## src/rtl/key_pulse_pkg.sv

```systemverilog
// key_pulse_pkg
// Shared definitions for the key pulse generator: channel FSM state
// encoding, counter width and the default debounce / hold / repeat
// cycle counts for a 16 MHz clock.
package key_pulse_pkg;

  localparam int CNT_W = 24;

  // 3-bit state constants kept as plain localparams so legacy code
  // comparing against raw encodings still lines up.
  localparam logic [2:0] S_IDLE    = 3'd0;
  localparam logic [2:0] S_PRESS   = 3'd1;
  localparam logic [2:0] S_HOLD    = 3'd2;
  localparam logic [2:0] S_REPEAT  = 3'd3;
  localparam logic [2:0] S_RELEASE = 3'd4;

  localparam logic [CNT_W-1:0] DEF_DEB_CYCLES    = 24'd32000;    // 2 ms
  localparam logic [CNT_W-1:0] DEF_HOLD_CYCLES   = 24'd8000000;  // 0.5 s
  localparam logic [CNT_W-1:0] DEF_REPEAT_CYCLES = 24'd2000000;  // 125 ms

  // True while the key counts as debounced-pressed.
  function automatic logic is_held(input logic [2:0] state);
    return (state == S_HOLD) || (state == S_REPEAT);
  endfunction

endpackage

```

## src/rtl/key_channel.sv

```systemverilog
// key_channel
// One key: 2-flop synchronizer, debounce / hold / auto-repeat FSM and
// its shared 24-bit counter.
// Ports:
//   clk_16   in   system clock
//   rst_n    in   asynchronous active-low reset
//   i_key_n  in   raw active-low key, asynchronous to clk_16
//   o_fire   out  combinational event, one cycle, registered by the top
//   o_held   out  registered "key debounced-pressed" flag
module key_channel
  import key_pulse_pkg::*;
#(
  parameter logic [CNT_W-1:0] DEB_CYCLES    = DEF_DEB_CYCLES,
  parameter logic [CNT_W-1:0] HOLD_CYCLES   = DEF_HOLD_CYCLES,
  parameter logic [CNT_W-1:0] REPEAT_CYCLES = DEF_REPEAT_CYCLES
) (
  input  logic clk_16,
  input  logic rst_n,
  input  logic i_key_n,
  output logic o_fire,
  output logic o_held
);

  localparam logic [CNT_W-1:0] CNT_ONE  = 1;
  localparam logic [CNT_W-1:0] DEB_LAST = DEB_CYCLES - CNT_ONE;
  localparam logic [CNT_W-1:0] HLD_LAST = HOLD_CYCLES - CNT_ONE;
  localparam logic [CNT_W-1:0] REP_LAST = REPEAT_CYCLES - CNT_ONE;

  logic [1:0]       r_sync;
  logic [2:0]       r_state;
  logic [2:0]       w_state_next;
  logic [CNT_W-1:0] r_cnt;
  logic [CNT_W-1:0] w_cnt_next;
  logic             w_low;
  logic             w_fire;
  logic             r_held;

  // Reset to 1 so a key is seen as released until proven otherwise.
  always_ff @(posedge clk_16 or negedge rst_n) begin
    if (!rst_n) begin
      r_sync <= 2'b11;
    end else begin
      r_sync <= {r_sync[0], i_key_n};
    end
  end

  assign w_low = ~r_sync[1];

  always_comb begin
    w_state_next = r_state;
    w_cnt_next   = r_cnt;
    w_fire       = 1'b0;
    case (r_state)
      S_IDLE: begin
        if (w_low) begin
          // The sample that leaves IDLE is already the first low one.
          w_state_next = S_PRESS;
          w_cnt_next   = CNT_ONE;
        end else begin
          w_cnt_next = '0;
        end
      end
      S_PRESS: begin
        if (!w_low) begin
          w_state_next = S_IDLE;
          w_cnt_next   = '0;
        end else if (r_cnt == DEB_LAST) begin
          w_state_next = S_HOLD;
          w_fire       = 1'b1;
          w_cnt_next   = '0;
        end else begin
          w_cnt_next = r_cnt + CNT_ONE;
        end
      end
      S_HOLD: begin
        if (!w_low) begin
          w_state_next = S_RELEASE;
          w_cnt_next   = CNT_ONE;
        end else if (r_cnt == HLD_LAST) begin
          w_state_next = S_REPEAT;
          w_fire       = 1'b1;
          w_cnt_next   = '0;
        end else begin
          w_cnt_next = r_cnt + CNT_ONE;
        end
      end
      S_REPEAT: begin
        if (!w_low) begin
          w_state_next = S_RELEASE;
          w_cnt_next   = CNT_ONE;
        end else if (r_cnt == REP_LAST) begin
          w_fire     = 1'b1;
          w_cnt_next = '0;
        end else begin
          w_cnt_next = r_cnt + CNT_ONE;
        end
      end
      S_RELEASE: begin
        // A low sample restarts the release debounce instead of
        // re-arming a press, so bouncy releases never fire.
        if (w_low) begin
          w_cnt_next = '0;
        end else if (r_cnt == DEB_LAST) begin
          w_state_next = S_IDLE;
          w_cnt_next   = '0;
        end else begin
          w_cnt_next = r_cnt + CNT_ONE;
        end
      end
      default: begin
        w_state_next = S_IDLE;
        w_cnt_next   = '0;
      end
    endcase
  end

  always_ff @(posedge clk_16 or negedge rst_n) begin
    if (!rst_n) begin
      r_state <= S_IDLE;
      r_cnt   <= '0;
      r_held  <= 1'b0;
    end else begin
      r_state <= w_state_next;
      r_cnt   <= w_cnt_next;
      // Decoded from the next state so the flag rises together with
      // the first output pulse.
      r_held  <= is_held(w_state_next);
    end
  end

  assign o_fire = w_fire;
  assign o_held = r_held;

endmodule

```

## src/rtl/key_pulse_gen.sv

```systemverilog
// key_pulse_gen
// Conditions the up/down DE-board keys into clean single-cycle count
// events with hold-to-auto-repeat.
// Ports:
//   clk_16     in   system clock
//   rst_n      in   asynchronous active-low reset
//   key_up_n   in   raw up key, active-low
//   key_dn_n   in   raw down key, active-low
//   en         in   pulse enable (0 drops events)
//   inc_pulse  out  one-cycle count-up event
//   dec_pulse  out  one-cycle count-down event
//   up_held    out  up key debounced-pressed
//   dn_held    out  down key debounced-pressed
module key_pulse_gen
  import key_pulse_pkg::*;
#(
  parameter logic [CNT_W-1:0] DEB_CYCLES    = DEF_DEB_CYCLES,
  parameter logic [CNT_W-1:0] HOLD_CYCLES   = DEF_HOLD_CYCLES,
  parameter logic [CNT_W-1:0] REPEAT_CYCLES = DEF_REPEAT_CYCLES
) (
  input  logic clk_16,
  input  logic rst_n,
  input  logic key_up_n,
  input  logic key_dn_n,
  input  logic en,
  output logic inc_pulse,
  output logic dec_pulse,
  output logic up_held,
  output logic dn_held
);

  // Channel 0 = up, channel 1 = down.
  logic [1:0] w_key_n;
  logic [1:0] w_fire;
  logic [1:0] w_held;
  logic       r_inc;
  logic       r_dec;

  assign w_key_n = {key_dn_n, key_up_n};

  generate
    for (genvar gi = 0; gi < 2; gi++) begin : g_chan
      key_channel #(
        .DEB_CYCLES   (DEB_CYCLES),
        .HOLD_CYCLES  (HOLD_CYCLES),
        .REPEAT_CYCLES(REPEAT_CYCLES)
      ) u_chan (
        .clk_16 (clk_16),
        .rst_n  (rst_n),
        .i_key_n(w_key_n[gi]),
        .o_fire (w_fire[gi]),
        .o_held (w_held[gi])
      );
    end
  endgenerate

  // Coincident events cancel: the countdown must never see both.
  // Masked events are simply dropped.
  always_ff @(posedge clk_16 or negedge rst_n) begin
    if (!rst_n) begin
      r_inc <= 1'b0;
      r_dec <= 1'b0;
    end else begin
      r_inc <= en & w_fire[0] & ~w_fire[1];
      r_dec <= en & w_fire[1] & ~w_fire[0];
    end
  end

  assign inc_pulse = r_inc;
  assign dec_pulse = r_dec;
  assign up_held   = w_held[0];
  assign dn_held   = w_held[1];

endmodule

```

## config.mk

```make
export PLATFORM = sky130hd
export DESIGN_NAME = key_pulse_gen
export DESIGN_NICKNAME = d
export VERILOG_FILES = /design/src/rtl/key_pulse_pkg.sv /design/src/rtl/key_channel.sv /design/src/rtl/key_pulse_gen.sv
export SDC_FILE = /design/constraint.sdc
export NUM_CORES = 1
export LEC_CHECK = 0
export BUFFER_PORTS_ARGS = -buffer_cell sky130_fd_sc_hd__buf_2
export CORE_MARGIN = 1.5
export CORE_UTILIZATION = 40
export DETAILED_ROUTE_END_ITERATION = 12
export PLACE_DENSITY_LB_ADDON = 0.15
export REMOVE_ABC_BUFFERS = 1
export SETUP_SLACK_MARGIN = 0.02
export SLEW_MARGIN = 20
export SYNTH_ARGS = -nofsm -noshare
export SYNTH_HDL_FRONTEND = slang
export SYNTH_SLANG_ARGS = --single-unit
```

## constraint.sdc

```tcl
create_clock -name clk_16 -period 5.3 [get_ports clk_16]
set_input_delay 1.06 -clock clk_16 [delete_from_list [all_inputs] [get_ports clk_16]]
set_output_delay 1.06 -clock clk_16 [all_outputs]
set_load 0.02 [all_outputs]
```

==> run summary, run 1 <==
f_max = 345.3 MHz
clock root cell = clkbuf_8
Setup Buffers After CTS = 0
net switching power figure = 0.0002190 W
port buffer count = 8
Clk pwr share = 0.416
Top delay family on crit path = simple AND/OR/NAND/NOR gates
Sw Ratio = 0.2470
DIE HEIGHT = 95.38 microns
Setup violations, final = 0
PostCTS Resize Cnt = 0
Yosys reg bits = 62
setup total negative slack = 0 ns
Logic pwr share = 0.037
minimum clock period = 2.896 ns
drt drc = 0
Vias = 2,648
Clock Latency Late Sink = 0.35 ns
core area = 8258 sq um
clk_skew = 0.01094 ns
final critical-path share of the clock period = 0.5464
top_reg_cell synth = dfrtp_1
critical path fanouts, max = 22
Vias/cell = 5.586
Worst Tran Pin Value = 1.042 ns
Seq/Total Area, Yosys = 0.4560
CTS buffer count = 9
clk sink count = 62
worst-case vdd ir drop = 119.0 uV
slew margin rel. = 0.3052
CP arrival = 3.07 ns
buffer and inverter count on the worst path = 0
Reg clk slew, reported paths = 0.07 ns
RSZ-0062 raised after global routing = no
Crit Path Class = reg2reg
placed insts = 458
n_diodes = 0
# fillers = 811
die area = 9096 sq um
synthesis-to-layout area growth = 7.331%
CP peak stage delay = 0.84 ns
CTS tree = yes
Sequential Power Share = 0.547
Starting Density = 0.4133
grt total ovfl = 0
most frequent cells in the layout = dfrtp_1, nor2_1, nor3_1, xnor2_1, nand2_1
Routability Congestion = 0.8337
CP cell instances = ha_1 -> nand4_1 -> nor4_2 -> nand2_1 -> a22oi_2 -> nor3_1
multi-input logic area = 1708 sq um
Ys Warns = 0
status = finished clean
worst hold path type = reg2reg
final WL = 7462 microns
endpoints failing hold = 0
Hold Buf Count CTS = 0
cell area power density = 242.0 nW/um^2
Unique masters post-synth = 51
largest net degree at the start of global routing = 63
vias in the first global route = 2,533
First DRT Iteration DRCs = 138
Routed WL per cell = 15.74 microns
internal power = 0.0006674 W
ys async rst share = 1.000
Total GRT Usage = 0.1801
most common cell after layout, fill and taps aside = dfrtp_1
first-pass GRT wire length = 12,550 microns
std cell rows = 33
Detail Route Antenna Nets = 0
non-filler instance count after layout = 474
drt pass-1 iters = 5
DP Wirelength = 4835 microns
max cap viols = 0
Critical Path Sink Type = flop
Synth Cell Area = 3413 sq um
Slew Viols, Final = 0
crit path launch type = flop
Cells after Synth = 357
Reg area = 1556 sq um
io pins = 9
Post-Syn Area per Cell = 9.561 sq um
final net count = 371
initial antenna violation count = 0
number of synthesized flops with an enable pin = 0
worst-case clock buffer depth = 2
worst endpoint required time = 5.47 ns
Die Wd = 95.38 microns
LEAKAGE = 1.370 nW
H-tree depth = 3
Slowest-stage cell, CP = a22oi_2
layout cells sized above 1 = 0.1138
state kept, by name, indices dropped and copies added (netlist names):
| register | cells |
|---|---|
| dec_pulse | 1 |
| g_chan.u_chan.o_held | 2 |
| g_chan.u_chan.r_cnt | 48 |
| g_chan.u_chan.r_state | 6 |
| g_chan.u_chan.r_sync | 4 |
| inc_pulse | 1 |
cells by family (layout without fill, tap and decap cells):
family	count (synthesis)	after routing	share of synthesized area
simple gates	194	194	0.3160
flops	62	62	0.4560
fa+ha+maj	2	2	0.007330
xor+xnor	43	43	0.1103
buf+inv	26	38	0.04362
compound gates	30	30	0.06672
final timing paths:
path	slack, ns	cells past startpoint	from	end
min in group asynchronous	0.90	2	rst_n	g_chan[1].u_chan.r_cnt[15]
max reg2reg	2.40	6	g_chan[0].u_chan.r_cnt[0]	g_chan[0].u_chan.r_cnt[15]
max in group asynchronous	3.89	2	rst_n	g_chan[0].u_chan.r_cnt[11]
max	2.40	6	g_chan[0].u_chan.r_cnt[0]	g_chan[0].u_chan.r_cnt[15]
min reg2reg	0.36	0	g_chan[1].u_chan.r_sync[0]	g_chan[1].u_chan.r_sync[1]
min	0.36	0	g_chan[1].u_chan.r_sync[0]	g_chan[1].u_chan.r_sync[1]
through the flow:
stage | worst slack [ns] | instance area (sq um) | power (W) | util | hold slack (ns)
after global placement | 2.436 | 3496 | 0.0005273 | 0.4233 | 0.3471
after global routing | 2.132 | 3664 | 0.0009247 | 0.4436 | 0.3564
final | 2.404 | 3664 | 0.0008864 | 0.4436 | 0.3627
after detailed placement | 2.414 | 3496 | 0.0005275 | 0.4233 | 0.3536
after CTS | 2.388 | 3664 | 0.0008970 | 0.4436 | 0.3635
after floorplan | 2.998 | 3309 | 0.0005079 | - | 0.3452
metal layers:
layer | vias up | GRT usage | wire, microns
met5 | - | 0 | 0
li1 | 1291 | - | -
met3 | 14 | 0.03987 | 256
met4 | 0 | 0.08578 | 122
met1 | 1291 | 0.2637 | 3832
met2 | 52 | 0.2482 | 3250
cells in the mapped netlist, types with 2 or more instances:
cell type | n | area [sq um]
or4b_4 | 2 | 27.53
o311a_1 | 2 | 20.02
o211ai_1 | 4 | 30.03
nor4_1 | 9 | 56.30
nand4_1 | 13 | 81.33
nor4_2 | 2 | 25.02
xor2_1 | 8 | 70.07
and4_1 | 6 | 52.55
xnor2_1 | 35 | 306.5
nor3_1 | 37 | 185.2
nor2b_1 | 3 | 18.77
a31oi_1 | 3 | 18.77
buf_6 | 4 | 45.04
or4b_1 | 2 | 20.02
nand2_1 | 25 | 93.84
clkbuf_1 | 4 | 15.01
and3b_1 | 2 | 17.52
nand3b_1 | 2 | 15.01
nor2_2 | 2 | 12.51
o21a_1 | 2 | 15.01
nand3_1 | 20 | 100.1
dfstp_2 | 4 | 105.1
and2_1 | 3 | 18.77
nand2b_1 | 3 | 18.77
ha_1 | 2 | 25.02
o21ai_0 | 4 | 20.02
and3_1 | 4 | 25.02
or4_1 | 2 | 15.01
buf_2 | 3 | 15.01
inv_1 | 12 | 45.04
nor2_1 | 44 | 165.2
nor3b_1 | 2 | 15.01
dfrtp_1 | 58 | 1451
or3_1 | 3 | 18.77
a21oi_1 | 8 | 40.04
nor4_4 | 2 | 42.54
buf_4 | 2 | 15.01
cell type report:
type                            instances  area share
Clock inverter                          4    0.006148
Inverter                               12     0.01230
Tap cell                              105     0.03586
Timing Repair Buffer                   10     0.01503
Sequential cell                        62      0.4249
Multi-Input combinational cell        269      0.4662
Clock buffer                           12     0.03962
power groups by stage:
stage	clock (W)	combinational (W)	sequential, W
floorplan	0	0.0000163	0.000492
global placement	0	0.0000339	0.000493
detailed placement	0	0.0000341	0.000493
CTS	0.000378	0.0000344	0.000485
global route	0.000401	0.0000384	0.000485
finish	0.000369	0.0000331	0.000485
Note: power is estimated with default switching activity, not from simulation.
==> run 2: changes to the inputs <==
Clock period 5.3 ns to 2.55 ns, I/O delays scaled along.
==> run 2 against run 1 <==
First-iteration DRC count up 17%. Hold slack got worse by 0.21 ns. Die area unchanged. Non-clock buffer count is 8 higher. Via count up 0.49%. Combinational power is 140% higher. Wire length shrank 1.6%. Sequential power grew 110%. Flip-flop and latch count stayed put. Sequential share of layout area fell by 1.6 points. Clock skew is 0.0036 ns higher. Critical path type unchanged.
==> run summary, run 2 (synthesized netlist as in run 1, its figures left out) <==
status = finished clean (unchanged)
reg-to-reg slack, setup = 0.22 ns (was 2.40 ns)
First DRT Iteration DRCs = 161 (was 138)
first-pass GRT wire length = 12,730 microns (was 12,550 microns)
Biggest register = g_chan.u_chan.r_cnt (unchanged)
Crit Reg-Reg Endpoint = g_chan[1].u_chan.r_cnt[11] (was g_chan[0].u_chan.r_cnt[15])
hold slack = 0.1549 ns (was 0.3627 ns)
CP arrival = 2.55 ns (was 3.07 ns)
total power = 0.001993 W (was 0.0008864 W)
grt total ovfl = 0 (unchanged)
critical path fanouts, max = 22 (unchanged)
final net count = 379 (was 371)
worst hold path type = in2async (was reg2reg)
worst-case clock buffer depth = 2 (unchanged)
Clock Latency Late Sink = 0.34 ns (was 0.35 ns)
DP Wirelength = 5048 microns (was 4835 microns)
top flop regs = g_chan.u_chan.r_cnt: 48 flops, g_chan.u_chan.r_state: 6 flops, g_chan.u_chan.r_sync: 4 flops (unchanged)
placed insts = 466 (was 458)
f_max = 428.8 MHz (was 345.3 MHz)
H-tree depth = 3 (unchanged)
io pins = 9 (unchanged)
crit path launch type = flop (unchanged)
Starting Density = 0.4133 (unchanged)
Clk pwr share = 0.455 (was 0.416)
LEAKAGE = 1.444 nW (was 1.370 nW)
Sequential Power Share = 0.505 (was 0.547)
Routability Congestion = 0.7922 (was 0.8337)
layer carrying the most global-route usage = met1 (unchanged)
initial antenna violation count = 0 (unchanged)
Largest register FFs = 48 (unchanged)
Worst Tran Pin Value = 0.5663 ns (was 1.042 ns)
Logic pwr share = 0.040 (was 0.037)
port buffer count = 8 (unchanged)
Hold Buf Count CTS = 0 (unchanged)
slew margin rel. = 0.6225 (was 0.3052)
crit path from = g_chan[1].u_chan.r_cnt[0] (was g_chan[0].u_chan.r_cnt[0])
Reg clk slew, reported paths = 0.08 ns (was 0.07 ns)
endpoints failing hold = 0 (unchanged)
Setup Buffers After CTS = 0 (unchanged)
Vias/cell = 5.521 (was 5.586)
drt pass-1 iters = 5 (unchanged)
clk sink count = 62 (unchanged)
Total GRT Usage = 0.1817 (was 0.1801)
# fillers = 783 (was 811)
Setup violations, final = 0 (unchanged)
met2 Use GR = 0.2524 (was 0.2482)
CTS buffer count = 9 (unchanged)
drt drc = 0 (unchanged)
die area = 9096 sq um (unchanged)
Slew Viols, Final = 0 (unchanged)
non-filler instance count after layout = 482 (was 474)
internal power = 0.001507 W (was 0.0006674 W)
setup total negative slack = 0 ns (unchanged)
final critical-path share of the clock period = 0.9145 (was 0.5464)
R2R depth = 7 (was 6)
Vias = 2,661 (was 2,648)
GRT met1 Usage = 0.2742 (was 0.2637)
worst-case vdd ir drop = 228.5 uV (was 119.0 uV)
n_diodes = 0 (unchanged)
M3 GR Usage = 0.03828 (was 0.03987)
DIE HEIGHT = 95.38 microns (unchanged)
largest net degree at the start of global routing = 35 (was 63)
worst endpoint required time = 2.77 ns (was 5.47 ns)
Die Wd = 95.38 microns (unchanged)
cell area power density = 524.0 nW/um^2 (was 242.0 nW/um^2)
most common cell after layout, fill and taps aside = dfrtp_1 (unchanged)
vias in the first global route = 2,512 (was 2,533)
PostCTS Resize Cnt = 0 (unchanged)
layout cells sized above 1 = 0.1379 (was 0.1138)
CTS tree = yes (unchanged)
net switching power figure = 0.0004861 W (was 0.0002190 W)
clk_skew = 0.01454 ns (was 0.01094 ns)
most frequent cells in the layout = dfrtp_1, nor2_1, nor3_1, xnor2_1, nand2_1 (unchanged)
final WL = 7346 microns (was 7462 microns)
Crit Path Class = reg2reg (unchanged)
RSZ-0062 raised after global routing = no (unchanged)
minimum clock period = 2.332 ns (was 2.896 ns)
Crit Reg-Reg Startpoint = g_chan[1].u_chan.r_cnt[0] (was g_chan[0].u_chan.r_cnt[0])
synthesis-to-layout area growth = 11.44% (was 7.331%)
Sw Ratio = 0.2439 (was 0.2470)
max cap viols = 0 (unchanged)
Routed WL per cell = 15.24 microns (was 15.74 microns)
std cell rows = 33 (unchanged)
Critical Path Sink Type = flop (unchanged)
Detail Route Antenna Nets = 0 (unchanged)
clock root cell = clkbuf_8 (unchanged)
core area = 8258 sq um (unchanged)
[run 2: cell count changes in the layout (fill, tap and decap cells not counted), sizes merged]
cell,previous run,this run
buf,10,18
bufinv,0,1
clkbuf,12,10
inv,12,14
clkinv,3,2
[run 2: layout make-up]
| class | count | area [sq um] | share of cell area |
|---|---|---|---|
| clock buffer | 10 | 137.6 | 0.03618 |
| clock inverter | 6 | 68.82 | 0.01809 |
| inverter | 12 | 45.04 | 0.01184 |
| multi-input combinational | 269 | 1708 | 0.4490 |
| sequential | 62 | 1556 | 0.4092 |
| tap | 105 | 131.4 | 0.03454 |
| timing repair buffer | 18 | 156.4 | 0.04112 |
[run 2: critical path, cell delays in order, from the launching register on]
cell	delay, ns
dfrtp_1	0.40
ha_1	0.26
or4b_4	0.50
nor4_4	0.36
a32oi_2	0.15
a22oi_4	0.23
buf_6	0.22
nor2_1	0.08
[run 2: per-layer routing]
metal | up-vias | share of wire | wire (microns)
li1 | 1304 | - | -
met1 | 1300 | 0.53 | 3861
met2 | 52 | 0.43 | 3156
met3 | 5 | 0.035 | 258
met4 | 0 | 0.0095 | 70
met5 | - | 0 | 0
[run 2: how the worst max path moves through the flow]
stage | slack (ns) | end
after floorplan | 0.25 | g_chan[0].u_chan.r_cnt[10]
after global placement | 0.29 | g_chan[1].u_chan.r_cnt[20]
after detailed placement | 0.20 | g_chan[1].u_chan.r_cnt[11]
after CTS | 0.17 | g_chan[1].u_chan.r_cnt[11]
after global routing | 0.09 | g_chan[1].u_chan.r_cnt[11]
final | 0.22 | g_chan[1].u_chan.r_cnt[11]
[run 2: power by group through the flow]
stage / Clock, W / Combinational [W] / Sequential, W
CTS: 0.000948 / 0.0000824 / 0.00101
floorplan: 0 / 0.0000339 / 0.00102
finish: 0.000906 / 0.0000805 / 0.00101
global placement: 0 / 0.0000816 / 0.00103
global route: 0.000987 / 0.0000915 / 0.00101
detailed placement: 0 / 0.0000818 / 0.00103
[run 2: through the flow]
step | utilization | worst slack [ns] | cell area, sq um
3_3_place_gp | 0.4352 | 0.2902 | 3593
4_1_cts | 0.4602 | 0.1694 | 3800
2_1_floorplan | - | 0.2479 | 3309
3_5_place_dp | 0.4352 | 0.1964 | 3593
5_1_grt | 0.4606 | 0.08545 | 3804
6_report | 0.4606 | 0.2181 | 3804
